==> config.mk <==
export PLATFORM = sky130hd
export DESIGN_NAME = alu_control_decode
export DESIGN_NICKNAME = d
export VERILOG_FILES = /design/src/rtl/alu_control_decode.sv
export SDC_FILE = /design/constraint.sdc
export NUM_CORES = 1
export LEC_CHECK = 0
export BUFFER_PORTS_ARGS = -buffer_cell sky130_fd_sc_hd__buf_2
export CORE_MARGIN = 3
export CORE_UTILIZATION = 45
export CTS_CLUSTER_DIAMETER = 30
export DETAILED_ROUTE_END_ITERATION = 6
export PLACE_DENSITY = 0.78
export SLEW_MARGIN = 15
export SYNTH_ARGS = -nofsm -noshare
export SYNTH_HDL_FRONTEND = slang
export SYNTH_SLANG_ARGS = --single-unit
export TNS_END_PERCENT = 10
==> constraint.sdc <==
create_clock -name clk -period 2.33 [get_ports clk]
set_input_delay 0.466 -clock clk [delete_from_list [all_inputs] [get_ports clk]]
set_output_delay 0.466 -clock clk [all_outputs]
set_load 0.005 [all_outputs]
==> src/rtl/alu_control_decode.sv <==
// Four-state fetch/decode/execute controller with a 2-bit PC and a small ALU.
// One instruction takes FETCH, DECODE and EXECUTE; the result is strobed out on s.
module alu_control_decode #(
    parameter int DATA_W = 8
) (
    input  logic              clk,
    input  logic              reset,
    input  logic              str,
    input  logic [7:0]        instr,
    input  logic [DATA_W-1:0] op1,
    input  logic [DATA_W-1:0] op2,
    output logic [1:0]        pc,
    output logic [1:0]        add1,
    output logic [1:0]        add2,
    output logic [1:0]        opcode,
    output logic [DATA_W-1:0] out,
    output logic              s,
    output logic [1:0]        state,
    output logic [1:0]        next_state
);

    localparam logic [1:0] IDLE    = 2'b00;
    localparam logic [1:0] FETCH   = 2'b01;
    localparam logic [1:0] DECODE  = 2'b10;
    localparam logic [1:0] EXECUTE = 2'b11;

    logic [1:0]        state_q;
    logic [1:0]        state_d;
    logic [1:0]        pc_q;
    logic [1:0]        opcode_q;
    logic [1:0]        add1_q;
    logic [1:0]        add2_q;
    logic [DATA_W-1:0] out_q;
    logic [DATA_W-1:0] out_d;
    logic              s_q;
    logic              unused_instr_bits;

    // The two low instruction bits are reserved.
    assign unused_instr_bits = ^instr[1:0];

    always_comb begin
        state_d = IDLE;
        if (!reset) begin
            case (state_q)
                IDLE:    state_d = str ? FETCH : IDLE;
                FETCH:   state_d = DECODE;
                DECODE:  state_d = EXECUTE;
                EXECUTE: state_d = str ? FETCH : IDLE;
                default: state_d = IDLE;
            endcase
        end
    end

    always_comb begin
        out_d = '0;
        case (opcode_q)
            2'b00:   out_d = op1 + op2;
            2'b01:   out_d = op1 - op2;
            2'b10:   out_d = op1 & op2;
            default: out_d = op1 | op2;
        endcase
    end

    always_ff @(posedge clk or posedge reset) begin
        if (reset) begin
            state_q  <= IDLE;
            pc_q     <= 2'd0;
            opcode_q <= 2'd0;
            add1_q   <= 2'd0;
            add2_q   <= 2'd0;
            out_q    <= '0;
            s_q      <= 1'b0;
        end else begin
            state_q <= state_d;
            s_q     <= (state_q == EXECUTE);
            if (state_q == DECODE) begin
                opcode_q <= instr[7:6];
                add1_q   <= instr[5:4];
                add2_q   <= instr[3:2];
            end
            // Result capture and PC advance happen together as the instruction retires.
            if (state_q == EXECUTE) begin
                out_q <= out_d;
                pc_q  <= pc_q + 2'd1;
            end
        end
    end

    assign pc         = pc_q;
    assign add1       = add1_q;
    assign add2       = add2_q;
    assign opcode     = opcode_q;
    assign out        = out_q;
    assign s          = s_q;
    assign state      = state_q;
    assign next_state = state_d;

endmodule

# After elaboration in Yosys (flattened, before gate mapping)
# Cells that the tools add are included.
[word_totals] ram_bits=0 elab_cells=24 regBits=19 rom_bits=0 out_inout_bits=21 memories=0 latchBits=0
[op_classes] n_addsub=3 n_bitwise=2 div=0 reduce_logical=3 n_lt_le_gt_ge=0 n_shift=0 eq_ne=5 multipliers=0 muxes=4
[ops] op="case mux 8 bit (3 select lines)" n=1
[ops] op="adder 8 bit" n=1
[ops] op="bitwise AND 8 bit" n=1
[ops] op="OR 8 bit" n=1
[ops] op="subtractor 8 bit" n=1
[ops] op="equality test 2 bit, second input constant" n=3
[ops] op="case mux 2 bit (3 select lines)" n=1
[ops] op="equality test 2 x 1 -> 1 bit, second input constant" n=2
[ops] op="logical NOT 2 bit" n=2
[ops] op="adder 2 x 1 -> 2 bit, second input constant" n=1
[ops] op="two-way mux 2 bit" n=1
[ops] op="OR reduction 2 bit" n=1
[ops] op="two-way mux 1 bit" n=1

# Depth between registers and ports, before layout
[logic_depth] depth_word=4 depth_mapped=10 depth_no_buf=10

# Worst setup path before layout
# Ideal clock, no wire load.
[synth_timing] path_type="input -> register" from="input op2[0]" to="register out_q[7], in the netlist out[7]" n_path_buf=0 stages=10 slack_ns=-0.057 t_arrival_ns=2.261 cell_sequence="inv_1 -> ha_1 -> mux2_1 -> inv_1 -> ha_1 -> nor2b_1 -> o31a_1 -> o21ai_1 -> xnor2_1 -> a221o_1"
[synth_between] elab_chain_cells=2 word_cells_on_any_way=3
[synth_rtl] item="from (decl)" line_no="11" rtl="input logic [DATA_W-1:0] op2,"
[synth_rtl] item="subtractor 8 bit or adder 8 bit (tied branches)" line_no="58, 57"
[synth_rtl] item="case mux 8 bit (3 select lines) *" line_no="56" rtl="case (opcode_q)"
[synth_rtl] item="to (signal assigned)" line_no="83" rtl="out_q <= out_d;"
[synth_rtl] item="to (decl)" line_no="33" rtl="logic [DATA_W-1:0] out_q;"
# Every way passes the cells marked *; elsewhere a longest branch is shown, timed or not.
# A chain may end at the register's enable or synchronous reset.

# Worst setup path after layout
[layout_timing] from="register opcode_q[1], in the netlist opcode[1]" to="register out_q[7], in the netlist out[7]"
[layout_between] elab_chain_cells=2 word_cells_on_any_way=4
[layout_rtl] item="from (decl)" line_no="30" rtl="logic [1:0] opcode_q;"
[layout_rtl] item="from (signal assigned)" line_no="77" rtl="opcode_q <= instr[7:6];"
[layout_rtl] item="equality test 2 bit, or another cell as far along" line_no="56"
[layout_rtl] item="case mux 8 bit (3 select lines) *" line_no="56"
# Marked as above.

==> reports/metrics.yaml <==
status: "finished clean"
ys.flop_type: "dfrtp_1"
slew_violations: 0
synth.distinct_cells: 33
fin_nets: 248
synth_top_area_cell: "dfrtp_1"
crit_path_start_kind: "flip-flop"
seq_power_share_pct: 28.2
drt-total-wl_mm: 3.15
setup_viol: 0
vias: 1276
placed_area_um2: 1720
rsz0062_at_grt: "true"
postSynthCellCount: 147
cp_top_family: "compound AO/OA/AOI/OAI gates"
grt_start_max_net_pins: 20
power.density_nw_per_um2: 1100
drt_pass1_iterations: 4
dieArea_um2: 3710
pin_count: 48
fillCellCount: 236
seq_area_frac_synth_pct: 35.0
clk_path_buf_depth: 2
crit_path_max_incr_delay_ns: 0.40
grt_first_pass_wirelength_mm: 4.90
io_buffers: 45
core.rowCount: 19
required_ns: 2.52
drc: 0
clock_latency_ns: 0.30
critPathKind: "flip-flop to flip-flop"
finalHoldViolCount: 0
period_share_pct: 98.2
synth_edf_count: 0
antenna_left: 0
place_inst: 229
p_clk_share_pct: 8.1
combinationalPowerShare_pct: 63.7
synth-seq-cells: 19
h-tree-depth: 1
grt_pass1_vias: 1249
tightest_slew_ns: 0.684
cap_violations: 0
drt_iter0_drc: 56
ir_drop_mv: 0.730
worstPathArrival_ns: 2.48
antenna_found_initial: 0
max_freq_ghz: 0.437
via_per_inst: 5.38
p_leak_uw: 0.000873
syn-cell-area_um2: 1360
hold-worst-slack_ns: 0.275
hold_path.class: "input port to asynchronous set/reset pin"
numCtsBuffers: 3
cts_tree: "yes"
drive_above_1_share_pct: 39.8
diodes: 0
cp_max_fo: 4
hold_buffers: 0
grt_overflow: 0
p_int_uw: 1200
p_total_uw: 1990
routed_wire_length_per_instance_um: 13.3
synth_area_per_cell_um2: 9.24
grt_usage_pct: 17.1
p_sw_share_pct: 40.0
start_util_pct: 48.4
power.switching_uw: 796
slew_headroom_pct: 54.3
place_hpwl_mm: 2.59
critPathBufInv: 2
synth_fp_nets: 188
period_needed_ns: 2.29
clk_pin_slew_ns: 0.10
ys_warn_count: 0
final_area_um2: 1810
cpMaxStageDelayCell: "dfrtp_1"
layout.cells.non_filler: 237
synth_area_leaders: "dfrtp_1 (35%), ha_1 (12%), xnor2_1 (5.2%), mux2_1 (5.0%), nor2_1 (4.1%)"
clock-sinks: 19
utilization_pct: 64.4
dieHeight_um: 60.9
clock_skew_ns: 0.00281
ys_async_sr_fraction_pct: 100
die_w_um: 60.9
end_kind: "flip-flop"
synth_top_area_share_pct: 35.0
core_um2: 2810
synthToLayoutAreaGrowth_pct: 33.0
path_cells: "nor2b_1 -> buf_4 -> mux2_4 -> inv_2 -> ha_4 -> nor2b_4 -> o31a_1 -> o21ai_2 -> xnor2_1 -> a221o_1"
gp_congestion: 0.818
clock-root-buffer: "clkbuf_4"
## cells by family (layout without fill, tap and decap cells)
| kind of cell | after synthesis | count (layout) | share of synthesized area (%) |
|---|---|---|---|
| AOI/OAI and AO/OA | 31 | 31 | 14.0 |
| xor gates and xnor gates | 10 | 10 | 6.45 |
| adders and majority gates | 19 | 19 | 17.1 |
| buffers and inverters | 15 | 74 | 4.24 |
| DFF | 19 | 19 | 35.0 |
| muxes | 11 | 11 | 8.85 |
| and+or+nand+nor | 42 | 42 | 14.3 |
## worst paths after layout
check                      slack (ns)        end  startpoint  cells after the start
max                              0.04     out[7]   opcode[1]                     10
min                              0.27  opcode[1]       reset                      2
max reg2reg                      0.04     out[7]   opcode[1]                     10
min reg2reg                      0.47      pc[1]       pc[1]                      1
max in group asynchronous        1.62      pc[0]       reset                      2
min in group clk                 0.35   state[1]       reset                      2
## routing by layer
layer / GRT usage (%) / vias to the layer above / part of all wire, %
li1: - / 633 / -
met1: 18.5 / 610 / 39
met2: 33.9 / 27 / 56
met3: 3.83 / 6 / 3.3
met4: 3.10 / 0 / 1.5
met5: 0 / - / 0
## final cells by class
type | count | area (um2) | area share [%]
multi-input cells | 113 | 886 | 49.1
flip-flops and latches | 19 | 475 | 26.3
repair buffers | 60 | 338 | 18.7
inverters | 10 | 40.0 | 2.22
well taps | 31 | 38.8 | 2.15
clock buffers | 3 | 22.5 | 1.25
clock inverters | 1 | 5.00 | 0.277
## power groups by stage
stage / clock [uW] / sequential [uW] / combinational, uW
final: 161 / 562 / 1270
after global routing: 185 / 581 / 1410
after CTS: 166 / 564 / 1160
after detailed placement: 0 / 570 / 1160
after global placement: 0 / 556 / 1120
after floorplan: 0 / 587 / 712
## flip-flops by register name, summed over array words and instances, names as in the netlist
register	count
add1	2
add2	2
opcode	2
out	8
pc	2
s	1
state	2
## worst reg2reg max path: stages (launching register included)
cell	delay, ns
dfrtp_1	0.40
nor2b_1	0.12
buf_4	0.15
mux2_4	0.32
inv_2	0.08
ha_4	0.20
nor2b_4	0.12
o31a_1	0.29
o21ai_2	0.14
xnor2_1	0.08
a221o_1	0.29
## cells in the final DEF (no fill, tap or decap), types with 2 or more instances in the layout
cell type	netlist	layout
buf_2	1	45
dfrtp_1	19	19
nor2_1	15	15
buf_4	0	15
nand2_1	11	11
ha_1	13	11
a21oi_1	11	10
xnor2_1	8	8
inv_1	9	6
nor3_1	6	6
mux2_1	6	5
maj3_1	5	5
o21a_1	4	4
inv_2	1	3
nor2b_1	5	3
o21ai_0	4	3
mux2i_1	3	3
clkbuf_4	0	3
xor2_1	2	2
a31oi_1	3	2
o21ai_1	2	2
mux2_2	2	2
or3_1	2	2
o22ai_1	2	2
ha_4	0	2
## metrics by stage
step | setup TNS, ns | worst slack (ns)
after floorplan | 0 | 0.0286
after global placement | -0.379 | -0.149
after detailed placement | -0.562 | -0.187
after CTS | 0 | 0.00234
after global routing | -0.139 | -0.0625
final | 0 | 0.0410
## repair_timing
item	CTS	global route
resized for setup	0	7
setup endpoints to repair	1	4
setup buffers	0	4
pin swaps	2	5
## Yosys cell counts (2+ instances only)
master    number
clkbuf_1       3
maj3_1         5
o21ai_0        4
mux2i_1        3
o21a_1         4
a21oi_1       11
nor2b_1        5
nor2_1        15
a31oi_1        3
inv_1          9
nand2_1       11
o22ai_1        2
ha_1          13
xor2_1         2
dfrtp_1       19
mux2_2         2
o21ai_1        2
xnor2_1        8
mux2_1         6
nor3_1         6
or3_1          2
No activity file was read; power rests on OpenSTA's default activity.
